===== config.mk =====
export PLATFORM = sky130hd
export DESIGN_NAME = relu_activator_flat
export DESIGN_NICKNAME = d
export VERILOG_FILES = /design/src/rtl/relu_activator_if.sv /design/src/rtl/relu_activator.sv /design/src/flat_wrapper.sv
export SDC_FILE = /design/constraint.sdc
export NUM_CORES = 1
export LEC_CHECK = 0
export CAP_MARGIN = 40
export CORE_AREA = 2 2 69 84
export CTS_BUF_LIST = sky130_fd_sc_hd__clkbuf_8 sky130_fd_sc_hd__clkbuf_16
export DETAILED_ROUTE_END_ITERATION = 12
export DIE_AREA = 0 0 71 86
export GPL_ROUTABILITY_DRIVEN = 1
export PLACE_DENSITY = 0.81
export SLEW_MARGIN = 20
export SYNTH_ARGS = -nofsm -noshare
export SYNTH_HDL_FRONTEND = slang
export SYNTH_SLANG_ARGS = --single-unit

===== constraint.sdc =====
create_clock -name iCLK -period 5.4 [get_ports iCLK]
set_input_delay 0.81 -clock iCLK [delete_from_list [all_inputs] [get_ports iCLK]]
set_output_delay 0.81 -clock iCLK [all_outputs]
set_load 0.05 [all_outputs]

===== src/rtl/relu_activator_if.sv =====
// Handshake bundle between the accumulator producer and the state/derivative consumers.
// The relu_activator block attaches through the slave modport.
interface relu_activator_if #(
  parameter int NP = 4,
  parameter int NC = 4,
  parameter int WF = 4
);
  localparam int WA = $clog2(NP) + WF;

  logic              iValid_AM_Accum;
  logic              oReady_AM_Accum;
  logic [NC*WA-1:0]  iData_AM_Accum;

  logic              oValid_BM_State;
  logic              iReady_BM_State;
  logic [NC*WF-1:0]  oData_BM_State;

  logic              oValid_BM_Deriv;
  logic              iReady_BM_Deriv;
  logic [NC-1:0]     oData_BM_Deriv;

  modport slave (
    input  iValid_AM_Accum, iData_AM_Accum, iReady_BM_State, iReady_BM_Deriv,
    output oReady_AM_Accum, oValid_BM_State, oData_BM_State, oValid_BM_Deriv, oData_BM_Deriv
  );

  modport master (
    output iValid_AM_Accum, iData_AM_Accum, iReady_BM_State, iReady_BM_Deriv,
    input  oReady_AM_Accum, oValid_BM_State, oData_BM_State, oValid_BM_Deriv, oData_BM_Deriv
  );
endinterface


===== src/rtl/relu_activator.sv =====
// Per-lane saturating ReLU with derivative mask, buffered independently on the state and derivative channels.
// Defining RELU_ACTIVATOR_SATCNT_EN adds the oSatCount port: a sticky count of accepted vectors with any lane above MAX.
module relu_activator #(
  parameter int NP    = 4,
  parameter int NC    = 4,
  parameter int WF    = 4,
  parameter     BURST = "yes"
) (
  input  logic            iCLK,
  input  logic            iRST,
  relu_activator_if.slave bus
`ifdef RELU_ACTIVATOR_SATCNT_EN
  ,
  output logic [15:0]     oSatCount
`endif
);

  localparam int          WA    = $clog2(NP) + WF;
  localparam int unsigned DEPTH = (BURST == "yes") ? 2 : 1;
  localparam logic [1:0]  DEPTH_C = 2'(DEPTH);
  localparam logic signed [WA-1:0] MAX_A = WA'((1 << (WF - 1)) - 1);
  localparam logic [WF-1:0]        MAX_S = WF'((1 << (WF - 1)) - 1);

  logic signed [WA-1:0] lane_a;
  logic [NC*WF-1:0]     st_new;
  logic [NC-1:0]        dv_new;
  logic [NC-1:0]        over;

  logic                 rdy_r;
  logic                 val_s_r, val_d_r;
  logic [1:0]           cnt_s, cnt_d;
  logic [1:0]           cnt_s_n, cnt_d_n;
  logic                 accept, pop_s, pop_d;
  logic                 tail_s, tail_d;
  logic                 rdy_n;

  logic [NC*WF-1:0]     st_mem   [2];
  logic [NC*WF-1:0]     st_mem_n [2];
  logic [NC-1:0]        dv_mem   [2];
  logic [NC-1:0]        dv_mem_n [2];

  always_comb begin
    st_new = '0;
    dv_new = '0;
    over   = '0;
    lane_a = '0;
    for (int unsigned i = 0; i < NC; i++) begin
      lane_a = bus.iData_AM_Accum[i*WA +: WA];
      if (!lane_a[WA-1]) begin
        if (lane_a > MAX_A) begin
          over[i]              = 1'b1;
          st_new[i*WF +: WF]   = MAX_S;
        end else begin
          st_new[i*WF +: WF]   = lane_a[WF-1:0];
          dv_new[i]            = (lane_a != '0);
        end
      end
    end
  end

  assign accept  = bus.iValid_AM_Accum && rdy_r;
  assign pop_s   = val_s_r && bus.iReady_BM_State;
  assign pop_d   = val_d_r && bus.iReady_BM_Deriv;
  assign cnt_s_n = cnt_s + {1'b0, accept} - {1'b0, pop_s};
  assign cnt_d_n = cnt_d + {1'b0, accept} - {1'b0, pop_d};
  assign tail_s  = (cnt_s_n == 2'd2);
  assign tail_d  = (cnt_d_n == 2'd2);
  // Ready is precomputed from next-cycle occupancy so it stays a pure register output.
  assign rdy_n   = (cnt_s_n < DEPTH_C) && (cnt_d_n < DEPTH_C);

  // Head shifts out on pop, then the new vector lands at the post-update tail.
  always_comb begin
    st_mem_n = st_mem;
    dv_mem_n = dv_mem;
    if (pop_s) begin
      st_mem_n[0] = st_mem[1];
      st_mem_n[1] = '0;
    end
    if (pop_d) begin
      dv_mem_n[0] = dv_mem[1];
      dv_mem_n[1] = '0;
    end
    if (accept) begin
      st_mem_n[tail_s] = st_new;
      dv_mem_n[tail_d] = dv_new;
    end
  end

  always_ff @(posedge iCLK or negedge iRST) begin
    if (!iRST) begin
      rdy_r   <= 1'b0;
      val_s_r <= 1'b0;
      val_d_r <= 1'b0;
      cnt_s   <= '0;
      cnt_d   <= '0;
      st_mem  <= '{default: '0};
      dv_mem  <= '{default: '0};
    end else begin
      rdy_r   <= rdy_n;
      val_s_r <= (cnt_s_n != 2'd0);
      val_d_r <= (cnt_d_n != 2'd0);
      cnt_s   <= cnt_s_n;
      cnt_d   <= cnt_d_n;
      st_mem  <= st_mem_n;
      dv_mem  <= dv_mem_n;
    end
  end

  assign bus.oReady_AM_Accum = rdy_r;
  assign bus.oValid_BM_State = val_s_r;
  assign bus.oData_BM_State  = st_mem[0];
  assign bus.oValid_BM_Deriv = val_d_r;
  assign bus.oData_BM_Deriv  = dv_mem[0];

`ifdef RELU_ACTIVATOR_SATCNT_EN
  logic [15:0] sat_cnt;

  always_ff @(posedge iCLK or negedge iRST) begin
    if (!iRST) begin
      sat_cnt <= '0;
    end else if (accept && (|over) && (sat_cnt != '1)) begin
      sat_cnt <= sat_cnt + 16'd1;
    end
  end

  assign oSatCount = sat_cnt;
`endif

endmodule


===== src/flat_wrapper.sv =====
// flat-port wrapper written by rule: the top's interface ports become plain ports
module relu_activator_flat 
#(
  parameter int NP    = 4,
  parameter int NC    = 4,
  parameter int WF    = 4,
  parameter     BURST = "   "
)
  (iCLK, iRST, bus_iValid_AM_Accum, bus_iData_AM_Accum, bus_iReady_BM_State, bus_iReady_BM_Deriv, bus_oReady_AM_Accum, bus_oValid_BM_State, bus_oData_BM_State, bus_oValid_BM_Deriv, bus_oData_BM_Deriv);
  relu_activator_if #(.NP(NP), .NC(NC), .WF(WF)) bus_i ();
  input  logic iCLK;
  input  logic iRST;
  input wire logic [$bits(bus_i.iValid_AM_Accum)-1:0] bus_iValid_AM_Accum;
  input wire logic [$bits(bus_i.iData_AM_Accum)-1:0] bus_iData_AM_Accum;
  input wire logic [$bits(bus_i.iReady_BM_State)-1:0] bus_iReady_BM_State;
  input wire logic [$bits(bus_i.iReady_BM_Deriv)-1:0] bus_iReady_BM_Deriv;
  output wire logic [$bits(bus_i.oReady_AM_Accum)-1:0] bus_oReady_AM_Accum;
  output wire logic [$bits(bus_i.oValid_BM_State)-1:0] bus_oValid_BM_State;
  output wire logic [$bits(bus_i.oData_BM_State)-1:0] bus_oData_BM_State;
  output wire logic [$bits(bus_i.oValid_BM_Deriv)-1:0] bus_oValid_BM_Deriv;
  output wire logic [$bits(bus_i.oData_BM_Deriv)-1:0] bus_oData_BM_Deriv;
  assign bus_i.iValid_AM_Accum = bus_iValid_AM_Accum;
  assign bus_i.iData_AM_Accum = bus_iData_AM_Accum;
  assign bus_i.iReady_BM_State = bus_iReady_BM_State;
  assign bus_i.iReady_BM_Deriv = bus_iReady_BM_Deriv;
  assign bus_oReady_AM_Accum = bus_i.oReady_AM_Accum;
  assign bus_oValid_BM_State = bus_i.oValid_BM_State;
  assign bus_oData_BM_State = bus_i.oData_BM_State;
  assign bus_oValid_BM_Deriv = bus_i.oValid_BM_Deriv;
  assign bus_oData_BM_Deriv = bus_i.oData_BM_Deriv;
  relu_activator #(.NP(NP), .NC(NC), .WF(WF), .BURST(BURST)) u_core (.iCLK(iCLK), .iRST(iRST), .bus(bus_i));
endmodule

== After elaboration in Yosys (flattened, before gate mapping) ==
Index checks and enable logic that the tools add are counted.
Cells by class
  order comparisons: 10
  reduce and logical (&&, ||, !) cells: 12
  bitwise logic cells: 2
  add/subtract/negate cells: 4
  mux-type cells: 26
  equality and inequality tests: 2
Operators by type and width (count)
  $mux W32: 2
  $mux W4: 9
  $bwmux W32: 1
  $gt A6 B4 Y1 const B: 4
  $reduce_bool A6 Y1: 4
  $demux W16 S1: 1
  $mux W16: 1
  $mux W8: 2
  $bwmux W8: 1
  $lt A2 B1 Y1 const B: 4
  $mux W1: 8
  $logic_and A1 B1 Y1: 6
  $add A2 B1 Y2: 2
  $demux W4 S1: 1
  $eq A2 B2 Y1 const B: 2
  $ge A2 B2 Y1 const B: 2
  $not A1 Y2: 2
  $reduce_bool A2 Y1: 2
  $sub A2 B1 Y2: 2
Word-level totals
  word-level logic and storage cells: 65
  bits in registers: 47

== Longest topological paths before layout ==
Gate-level depths: netlist of the first run.
  word-level depth: 11
  gate-level depth with buffers: 10
  gate-level depth less buffers: 8

== Worst setup path before layout of the first run ==
OpenSTA, ideal clock, no wires.
  path type: in2reg
  start: input bus_iReady_BM_State
  end: register u_core.st_mem[10] (netlist name)
  cell stages on the path: 10
  slack: 2.304 ns
  path buffers: 2
  data arrival time: 3.017 ns
  path through: nand2_1 inv_1 clkbuf_1 ha_1 inv_1 ha_1 xnor3_2 nor3_4 buf_8 mux2i_1
RTL lines
  from (decl): RTL line flat_wrapper.sv:15  | input wire logic [$bits(bus_i.iReady_BM_State)-1:0] bus_iReady_BM_State;
  to (signal assigned): RTL line relu_activator.sv:104  | st_mem <= st_mem_n;
  to (decl): RTL line relu_activator.sv:37  | logic [NC*WF-1:0] st_mem [2];

==> impl_metrics.yaml, run 1 <==
outcome:
  status: "finished clean"
logic_synthesis:
  synthAdderAreaFrac: 0.0213
  ys_seq_elements: 47
  syn_inst: 201
  ys.warnings.count: 0
  synth_top_family_by_area: "multiplexers"
  netlist-cell-type-count: 24
  synth_area_sq_um: 2350
  synth_compound_area_frac: 0.0580
  ys_seq_area_frac: 0.501
  synthSimpleGateAreaFrac: 0.102
  synth-xor-area-share: 0.0202
  synth_nets: 234
  muxShareOfSynthArea: 0.204
  syn_avg_cell_area_sq_um: 11.7
timing:
  hold_viol_final: 0
  fin_skew_ns: 0.00631
  tightestPinTransition_ns: 0.618
  final.setup.tns_ns: 0
  fmax_mhz: 265
  rsz0062_at_grt: "false"
  finalMaxSlewViolations: 0
  setup_viol: 0
  fin_crit_sh: 0.698
  hold_ws_ns: 0.464
  finalCriticalPeriod_ns: 3.77
  max-slew-margin-rel: 0.587
worst_setup_path:
  r2r_start: "u_core.bus.oValid_BM_State$_DFF_PN0_"
  r2r_end: "u_core.bus.oData_BM_State[8]$_DFF_PN0_"
  rr_worst_depth: 10
  crit_fanout: 21
  ff2ff_setup_slack_ns: 2.22
  end_kind: "flip-flop"
  start_kind: "primary input"
  arrival_ns: 3.99
  critical_path_class: "primary input to flip-flop"
  critPathRequiredTime_ns: 5.62
clock_network:
  htree_levels: 2
  clock_sinks: 47
  cts_hold_buf: 0
  cts-buffers-inserted: 5
  clockRootBuffer: "clkbuf_8"
  post_cts_resize_count: 0
  clk_path_buf_depth: 2
  clkLatencyLatePin_ns: 0.30
  clk_pin_slew_ns: 0.08
  post_cts_buffers: 0
  cts_tree: "built"
die:
  start_util: 0.447
  rows: 29
  die_y_microns: 86
  ios: 52
  die_w_microns: 71
  core-area_sq_um: 5260
  die_area_sq_um: 6110
layout:
  syn_to_final_growth_pct: 23.5
  final_area_sq_um: 2900
  final_cell_mix: "50 x clkdlybuf4s50_1, 48 x mux2i_1, 47 x dfrtp_1"
  layout-drive-gt1-share: 0.0795
  nets: 271
  final_common_cell: "clkdlybuf4s50_1"
  diodes: 0
place:
  io_buffers: 51
  hpwl_mm: 3.30
  dpl_cell_area_sq_um: 2800
  gp_congestion: 0.696
global_routing:
  grt_pass1_vias: 1595
  grt_max_degree: 28
  grt_util_met1: 0.187
  grt_pass1_wl_mm: 7.27
  overflow: 0
  antenna_found_initial: 0
  met2_usage: 0.261
  grt_use_met3: 0.0364
  grt_usage: 0.150
  gr-max-usage-layer: "met2"
route:
  detail_route.wl_per_cell_microns: 14.2
  viasPerCell: 4.98
  postRouteWirelength_mm: 4.28
  drt_iter0_drc: 87
  first_pass_iters: 4
  via_count: 1500
  detail-route-antenna-nets: 0
  drc: 0
job:
  cap_violations: 0
power:
  p_leak_nw: 1.43
  p_per_area_nw_per_um2: 435
  peakVddDrop_mv: 0.213
min_path:
  hold_class: "primary input to asynchronous set/reset pin"
## layer usage
metal	vias to the layer above	wire [microns]
met3	6	221
met4	0	41
met1	713	1820
met2	40	2190
met5	-	0
li1	741	-
## power breakdown
part           leakage (nW)  internal [mW]  switching, mW
combinational         0.741          0.218          0.351
clock                0.0557          0.115          0.111
sequential            0.638          0.428         0.0395
## registers in the layout (all words and copies together), names as in the netlist
name,count
u_core.bus.oReady_AM_Accum,1
u_core.dv_mem,4
u_core.st_mem,16
u_core.bus.oValid_BM_State,1
u_core.bus.oValid_BM_Deriv,1
u_core.cnt_d,2
u_core.bus.oData_BM_State,16
u_core.cnt_s,2
u_core.bus.oData_BM_Deriv,4
## through the flow
step                total power, mW  std cells   util  setup WS, ns
detailed placement             1.05        293  0.532          1.29
global route                   1.33        301  0.551          1.41
global placement               1.03        290  0.524          1.24
CTS                            1.28        301  0.551          1.60
finish                         1.26        301  0.551          1.63
floorplan                     0.923        201      -          2.30
## cells in the mapped netlist
master | instances | share of area
o21ai_2 | 1 | 0.0037
inv_1 | 9 | 0.014
or3_1 | 4 | 0.011
buf_8 | 1 | 0.0064
or2b_1 | 1 | 0.0032
nor3_4 | 1 | 0.0069
or2_2 | 4 | 0.011
mux2i_1 | 48 | 0.20
xnor3_2 | 1 | 0.010
clkbuf_1 | 2 | 0.0032
buf_4 | 21 | 0.067
nand2b_1 | 1 | 0.0027
o21bai_1 | 12 | 0.038
nor2_1 | 1 | 0.0016
a21o_1 | 1 | 0.0032
nor3b_1 | 4 | 0.013
buf_2 | 1 | 0.0021
ha_1 | 4 | 0.021
xor3_1 | 1 | 0.010
nor3_1 | 4 | 0.0085
a21boi_0 | 4 | 0.013
dfrtp_1 | 47 | 0.50
nand2_1 | 27 | 0.043
nand3_1 | 1 | 0.0021
## critical path, cell delays in order
cell	delay, ns
clkdlybuf4s50_1	0.45
nand2_1	0.36
inv_1	0.16
buf_4	0.31
ha_1	0.29
inv_1	0.06
ha_1	0.14
xnor3_2	0.46
o21ai_2	0.50
buf_6	0.23
mux2i_1	0.21
## worst max-delay path by stage
stage / from / to / slack (ns) / cells past startpoint
4_1_cts: bus_iReady_BM_State / u_core.bus.oData_BM_State[8]$_DFF_PN0_ / 1.60 / 11
3_5_place_dp: bus_iReady_BM_State / u_core.bus.oData_BM_State[8]$_DFF_PN0_ / 1.29 / 11
3_3_place_gp: bus_iReady_BM_State / u_core.bus.oData_BM_State[6]$_DFF_PN0_ / 1.24 / 10
5_1_grt: bus_iReady_BM_State / u_core.bus.oData_BM_State[13]$_DFF_PN0_ / 1.41 / 11
6_report: bus_iReady_BM_State / u_core.bus.oData_BM_State[8]$_DFF_PN0_ / 1.63 / 11
2_1_floorplan: bus_iReady_BM_State / u_core.st_mem[10]$_DFF_PN0_ / 2.30 / 10
## cells by family after synthesis
| logic type | Yosys count |
|---|---|
| AND/OR/NAND/NOR | 48 |
| XOR/XNOR | 2 |
| flip-flops | 47 |
| adder cells (fa/ha/maj) | 4 |
| buffers and inverters | 34 |
| AO/OA/AOI/OAI | 18 |
| multiplexers | 48 |
## area by class of cell
cell class	instances	area [sq um]
Multi-Input combinational cell	120	955
Clock buffer	7	96.3
Fill cell	465	2360
Tap cell	62	77.6
Timing Repair Buffer	55	559
Sequential cell	47	1180
Clock inverter	1	3.75
Inverter	9	33.8
Note: power is estimated with default switching activity, not from simulation.
==> inputs of run 2 (changes only) <==
--- a/config.mk
+++ b/config.mk
@@ -6,12 +6,12 @@
 export NUM_CORES = 1
 export LEC_CHECK = 0
 export CAP_MARGIN = 40
-export CORE_AREA = 2 2 69 84
+export CORE_AREA = 2 2 69 85
 export CTS_BUF_LIST = sky130_fd_sc_hd__clkbuf_8 sky130_fd_sc_hd__clkbuf_16
 export DETAILED_ROUTE_END_ITERATION = 12
-export DIE_AREA = 0 0 71 86
+export DIE_AREA = 0 0 71 87
 export GPL_ROUTABILITY_DRIVEN = 1
-export PLACE_DENSITY = 0.81
+export PLACE_DENSITY = 0.83
 export SLEW_MARGIN = 20
 export SYNTH_ARGS = -nofsm -noshare
 export SYNTH_HDL_FRONTEND = slang
==> constraint.sdc (replaced) <==
create_clock -name iCLK -period 3.2 [get_ports iCLK]
set_input_delay 0.48 -clock iCLK [delete_from_list [all_inputs] [get_ports iCLK]]
set_output_delay 0.48 -clock iCLK [all_outputs]
set_load 0.05 [all_outputs]
==> run 2 against run 1 <==
Effect of this change:
- largest cell class unchanged
- critical endpoint is now u_core.st_mem[4]$_DFF_PN0_
- highest routed layer unchanged
- sequential power rose by 69%
- die area up 1.2%
- via count is 1.1% lower
- critical path type unchanged
==> impl_metrics.yaml, run 2 (synthesis results as in run 1) <==
route:
  route.met2.wl_mm: 2.21
  detail-route-antenna-nets: 0
  postRouteWirelength_mm: 4.39
  met1Wirelength_mm: 1.96
  wl_met3_microns: 167
  viasPerCell: 4.88
  drt_iter0_drc: 70
  top_layer: "met4"
  detail_route.wl_per_cell_microns: 14.4
  first_pass_iters: 4
  drc: 0
  via_count: 1483
place:
  gp_congestion: 0.696
  hpwl_mm: 3.29
  post-place-ws_ns: 0.462
  dp_cells: 296
  dpl_cell_area_sq_um: 2800
  io_buffers: 51
die:
  rows: 30
  ios: 52
  start_util: 0.432
  die_area_sq_um: 6180
  core-area_sq_um: 5440
  die_w_microns: 71
  die_y_microns: 87
timing:
  fin_ws_ns: 0.780
  fin_skew_ns: 0.00308
  fmax_mhz: 413
  finalCriticalPeriod_ns: 2.42
  hold_viol_final: 0
  tightestPinTransition_ns: 0.534
  setup_viol: 0
  max-slew-margin-rel: 0.644
  final.setup.tns_ns: 0
  hold_ws_ns: 0.156
  finalMaxSlewViolations: 0
  fin_crit_sh: 0.756
  rsz0062_at_grt: "false"
layout:
  regArea_sq_um: 1180
  diodes: 0
  final_area_sq_um: 2920
  final.fill_count: 484
  layout-drive-gt1-share: 0.0875
  multi_input_area_sq_um: 955
  syn_to_final_growth_pct: 24.2
  stdcell_count: 304
  final_cell_mix: "50 x clkdlybuf4s50_1, 48 x mux2i_1, 47 x dfrtp_1"
  utilization: 0.536
  nets: 272
  final_common_cell: "clkdlybuf4s50_1"
power:
  p_per_area_nw_per_um2: 754
  p_clk_frac: 0.202
  power_frac_seq: 0.360
  power_frac_comb: 0.438
  power_mw: 2.20
  p_switching_mw: 0.855
  p_leak_nw: 1.44
  netSwitchingFraction: 0.389
  p_int_mw: 1.34
  peakVddDrop_mv: 0.328
worst_setup_path:
  arrival_ns: 2.64
  critical_path_class: "primary input to flip-flop"
  critPathRequiredTime_ns: 3.42
  crit_start: "bus_iReady_BM_State"
  r2r_start: "u_core.bus.oValid_BM_State$_DFF_PN0_"
  start_kind: "primary input"
  crit_fanout: 16
  end_kind: "flip-flop"
clock_network:
  post_cts_resize_count: 0
  clk_pin_slew_ns: 0.08
  clockRootBuffer: "clkbuf_8"
  cts_hold_buf: 0
  post_cts_buffers: 0
  htree_levels: 2
  cts_tree: "built"
  clk_path_buf_depth: 2
  cts-buffers-inserted: 5
  clock_sinks: 47
  clkLatencyLatePin_ns: 0.29
global_routing:
  overflow: 0
  grt_pass1_vias: 1615
  grt_pass1_wl_mm: 7.67
  antenna_found_initial: 0
  grt_max_degree: 26
  grt_usage: 0.158
job:
  cap_violations: 0
min_path:
  hold_class: "primary input to asynchronous set/reset pin"
outcome:
  status: "finished clean"
run 2: cell types whose count changed in the layout (fill, tap and decap cells not counted):
cell / before / now
bufinv_16: 0 / 1
buf_8: 1 / 0
inv_1: 10 / 9
clkinv_2: 0 / 1
clkbuf_8: 7 / 6
buf_6: 1 / 0
buf_4: 1 / 4
run 2: worst max-delay path, stage by stage:
cell and delay (ns):
clkdlybuf4s50_1 0.45, nand2_1 0.06, inv_1 0.07, ha_1 0.22, inv_1 0.06, ha_1 0.14, xnor3_2 0.47, nor3_4 0.17
buf_4 0.28, mux2i_1 0.23
run 2: worst paths after layout:
path / end / slack, ns / cells past startpoint
worst max-delay path: u_core.st_mem[4]$_DFF_PN0_ / 0.78 / 10
worst min-delay path: u_core.bus.oData_BM_State[11]$_DFF_PN0_ / 0.16 / 1
worst max register to register: u_core.st_mem[4]$_DFF_PN0_ / 0.99 / 9
worst min register to register: u_core.st_mem[1]$_DFF_PN0_ / 0.53 / 2
max in group asynchronous: u_core.st_mem[0]$_DFF_PN0_ / 2.53 / 2
min in group iCLK: u_core.st_mem[1]$_DFF_PN0_ / 0.53 / 2
run 2: per-layer routing:
layer / GRT usage / vias to the layer above
met5: 0 / -
met4: 0.0412 / 0
met3: 0.0370 / 6
met2: 0.279 / 36
met1: 0.196 / 706
li1: - / 735
run 2: power by group through the flow:
stage               Clock [mW]  Sequential, mW  Combinational (mW)
finish                   0.445           0.792               0.963
global route             0.477           0.809                1.03
CTS                      0.456           0.796               0.975
detailed placement           0           0.807               0.973
global placement             0           0.799               0.943
floorplan                    0           0.839               0.719
run 2: layout make-up:
cell class | instances | area share
multi-input combinational | 120 | 0.327
sequential | 47 | 0.403
tap | 64 | 0.0274
clock inverter | 2 | 0.0120
inverter | 9 | 0.0116
clock buffer | 6 | 0.0283
timing repair buffer | 56 | 0.190
==> inputs of run 3 (changes only) <==
--- a/config.mk
+++ b/config.mk
@@ -6,12 +6,12 @@
 export NUM_CORES = 1
 export LEC_CHECK = 0
 export CAP_MARGIN = 40
-export CORE_AREA = 2 2 69 85
+export CORE_AREA = 2 2 69 84
 export CTS_BUF_LIST = sky130_fd_sc_hd__clkbuf_8 sky130_fd_sc_hd__clkbuf_16
 export DETAILED_ROUTE_END_ITERATION = 12
-export DIE_AREA = 0 0 71 87
+export DIE_AREA = 0 0 71 86
 export GPL_ROUTABILITY_DRIVEN = 1
-export PLACE_DENSITY = 0.83
+export PLACE_DENSITY = 0.81
 export SLEW_MARGIN = 20
 export SYNTH_ARGS = -nofsm -noshare
 export SYNTH_HDL_FRONTEND = slang
==> constraint.sdc (replaced) <==
create_clock -name iCLK -period 2.4 [get_ports iCLK]
set_input_delay 0.36 -clock iCLK [delete_from_list [all_inputs] [get_ports iCLK]]
set_output_delay 0.36 -clock iCLK [all_outputs]
set_load 0.05 [all_outputs]
==> run 3 against run 2 <==
Effect of this change:
- final cell count did not move
- wire length is 0.62% higher
- clock skew is 0.0034 ns higher
- clock power is 7.9% higher
- first-iteration DRC count increased by 24%
- global-route usage fell by 0.079 points
- worst hold slack gained 0.30 ns
- setup slack worse by 0.46 ns
- die area down 1.1%
- count of clock-buffer cells in the layout unchanged
- register-to-register slack worse by 0.55 ns
- utilization grew 2.3 points
- critical endpoint is now u_core.bus.oData_BM_State[12]$_DFF_PN0_
- highest routed layer unchanged
==> impl_metrics.yaml, run 3 (synthesis results as in run 1) <==
worst_setup_path:
  critPathRequiredTime_ns: 2.61
  r2r_end: "u_core.bus.oData_BM_State[12]$_DFF_PN0_"
  ff2ff_setup_slack_ns: 0.44
  crit_fanout: 16
  r2r_start: "u_core.bus.oValid_BM_State$_DFF_PN0_"
  critical_path_class: "primary input to flip-flop"
  arrival_ns: 2.30
  rr_worst_depth: 9
  start_kind: "primary input"
  end_kind: "flip-flop"
  crit_start: "bus_iReady_BM_State"
  endpoint: "u_core.bus.oData_BM_State[12]$_DFF_PN0_"
place:
  io_buffers: 51
  gp_congestion: 0.744
  post-place-ws_ns: -0.00585
  dpl_cell_area_sq_um: 2850
  hpwl_mm: 3.36
timing:
  max-slew-margin-rel: 0.664
  hold_ws_ns: 0.451
  fin_skew_ns: 0.00649
  fin_ws_ns: 0.317
  hold_viol_final: 0
  fmax_mhz: 480
  finalMaxSlewViolations: 0
  finalCriticalPeriod_ns: 2.08
  fin_crit_sh: 0.868
  tightestPinTransition_ns: 0.502
  setup_viol: 0
  rsz0062_at_grt: "false"
clock_network:
  clkLatencyLatePin_ns: 0.29
  clockRootBuffer: "clkbuf_8"
  clock_sinks: 47
  post_cts_buffers: 0
  cts_tree: "built"
  htree_levels: 2
  clk_pin_slew_ns: 0.09
  cts-buffers-inserted: 5
  clk_path_buf_depth: 2
global_routing:
  grt_util_met1: 0.197
  antenna_found_initial: 0
  met2_usage: 0.268
  gr-max-usage-layer: "met2"
  grt_max_degree: 34
  overflow: 0
  grt_usage: 0.158
  grt_use_met3: 0.0458
  grt_pass1_wl_mm: 7.58
  grt_pass1_vias: 1635
route:
  first_pass_iters: 4
  detail_route.wl_per_cell_microns: 14.5
  postRouteWirelength_mm: 4.41
  drt_iter0_drc: 87
  detail-route-antenna-nets: 0
  drc: 0
  viasPerCell: 4.99
  via_count: 1517
die:
  core-area_sq_um: 5260
  die_y_microns: 86
  ios: 52
  start_util: 0.447
  die_area_sq_um: 6110
  rows: 29
  die_w_microns: 71
layout:
  final_common_cell: "clkdlybuf4s50_1"
  syn_to_final_growth_pct: 25.3
  layout-drive-gt1-share: 0.0992
  diodes: 0
  utilization: 0.560
  final_area_sq_um: 2940
  final_cell_mix: "50 x clkdlybuf4s50_1, 48 x mux2i_1, 46 x dfrtp_1"
  nets: 275
power:
  power_mw: 2.86
  peakVddDrop_mv: 0.510
  p_leak_nw: 1.45
  p_per_area_nw_per_um2: 971
min_path:
  hold_class: "primary input to asynchronous set/reset pin"
job:
  cap_violations: 0
outcome:
  status: "finished clean"
-- run 3: changes by cell type in the layout (fill, tap and decap cells not counted), sizes merged --
cell and delta:
dlygate4sd3 +1, bufinv -1, buf +2
-- run 3: critical path, stage by stage --
cell and delay, ns:
clkdlybuf4s50_1 0.51, nand2_4 0.06, inv_1 0.06, ha_1 0.22, inv_1 0.05, ha_1 0.15
xnor3_2 0.30, o21ai_2 0.18, buf_12 0.18, mux2i_1 0.21
-- run 3: repair_timing --
item,CTS,global route
resized for setup,0,0
endpoints found under the hold margin,8,0
endpoints found under the setup margin,0,0
hold buffers,1,0
-- run 3: per-layer routing --
layer | vias up | wire [microns]
met3 | 4 | 191
met4 | 0 | 31
met5 | - | 0
li1 | 747 | -
met1 | 725 | 1980
met2 | 41 | 2210
-- run 3: cell type report --
type,count,area [sq um]
Sequential cell,47,1180
Timing Repair Buffer,59,606
Tap cell,62,77.6
Inverter,9,33.8
Fill cell,439,2320
Clock buffer,6,82.6
Clock inverter,1,5.00
Multi-Input combinational cell,120,962
-- run 3: worst min path at each step --
stage	end	slack, ns	start	cells past startpoint
2_1_floorplan	u_core.bus.oData_BM_Deriv[0]$_DFF_PN0_	0.06	iRST	0
3_3_place_gp	u_core.st_mem[8]$_DFF_PN0_	0.51	u_core.st_mem[8]$_DFF_PN0_	2
3_5_place_dp	u_core.bus.oData_BM_State[11]$_DFF_PN0_	0.23	iRST	1
4_1_cts	u_core.bus.oReady_AM_Accum$_DFF_PN0_	0.44	iRST	2
5_1_grt	u_core.bus.oReady_AM_Accum$_DFF_PN0_	0.46	iRST	2
6_report	u_core.bus.oData_BM_State[3]$_DFF_PN0_	0.45	iRST	2
-- run 3: per-stage QoR --
| stage | instances | setup TNS, ns |
|---|---|---|
| floorplan | 201 | 0 |
| global placement | 295 | 0 |
| detailed placement | 296 | -0.00585 |
| CTS | 304 | 0 |
| global route | 304 | 0 |
| finish | 304 | 0 |
-- run 3: power breakdown --
part	internal (mW)	total (mW)	switching (mW)
sequential	0.965	1.06	0.0971
clock	0.226	0.480	0.254
combinational	0.523	1.32	0.793
total	1.71	2.86	1.14
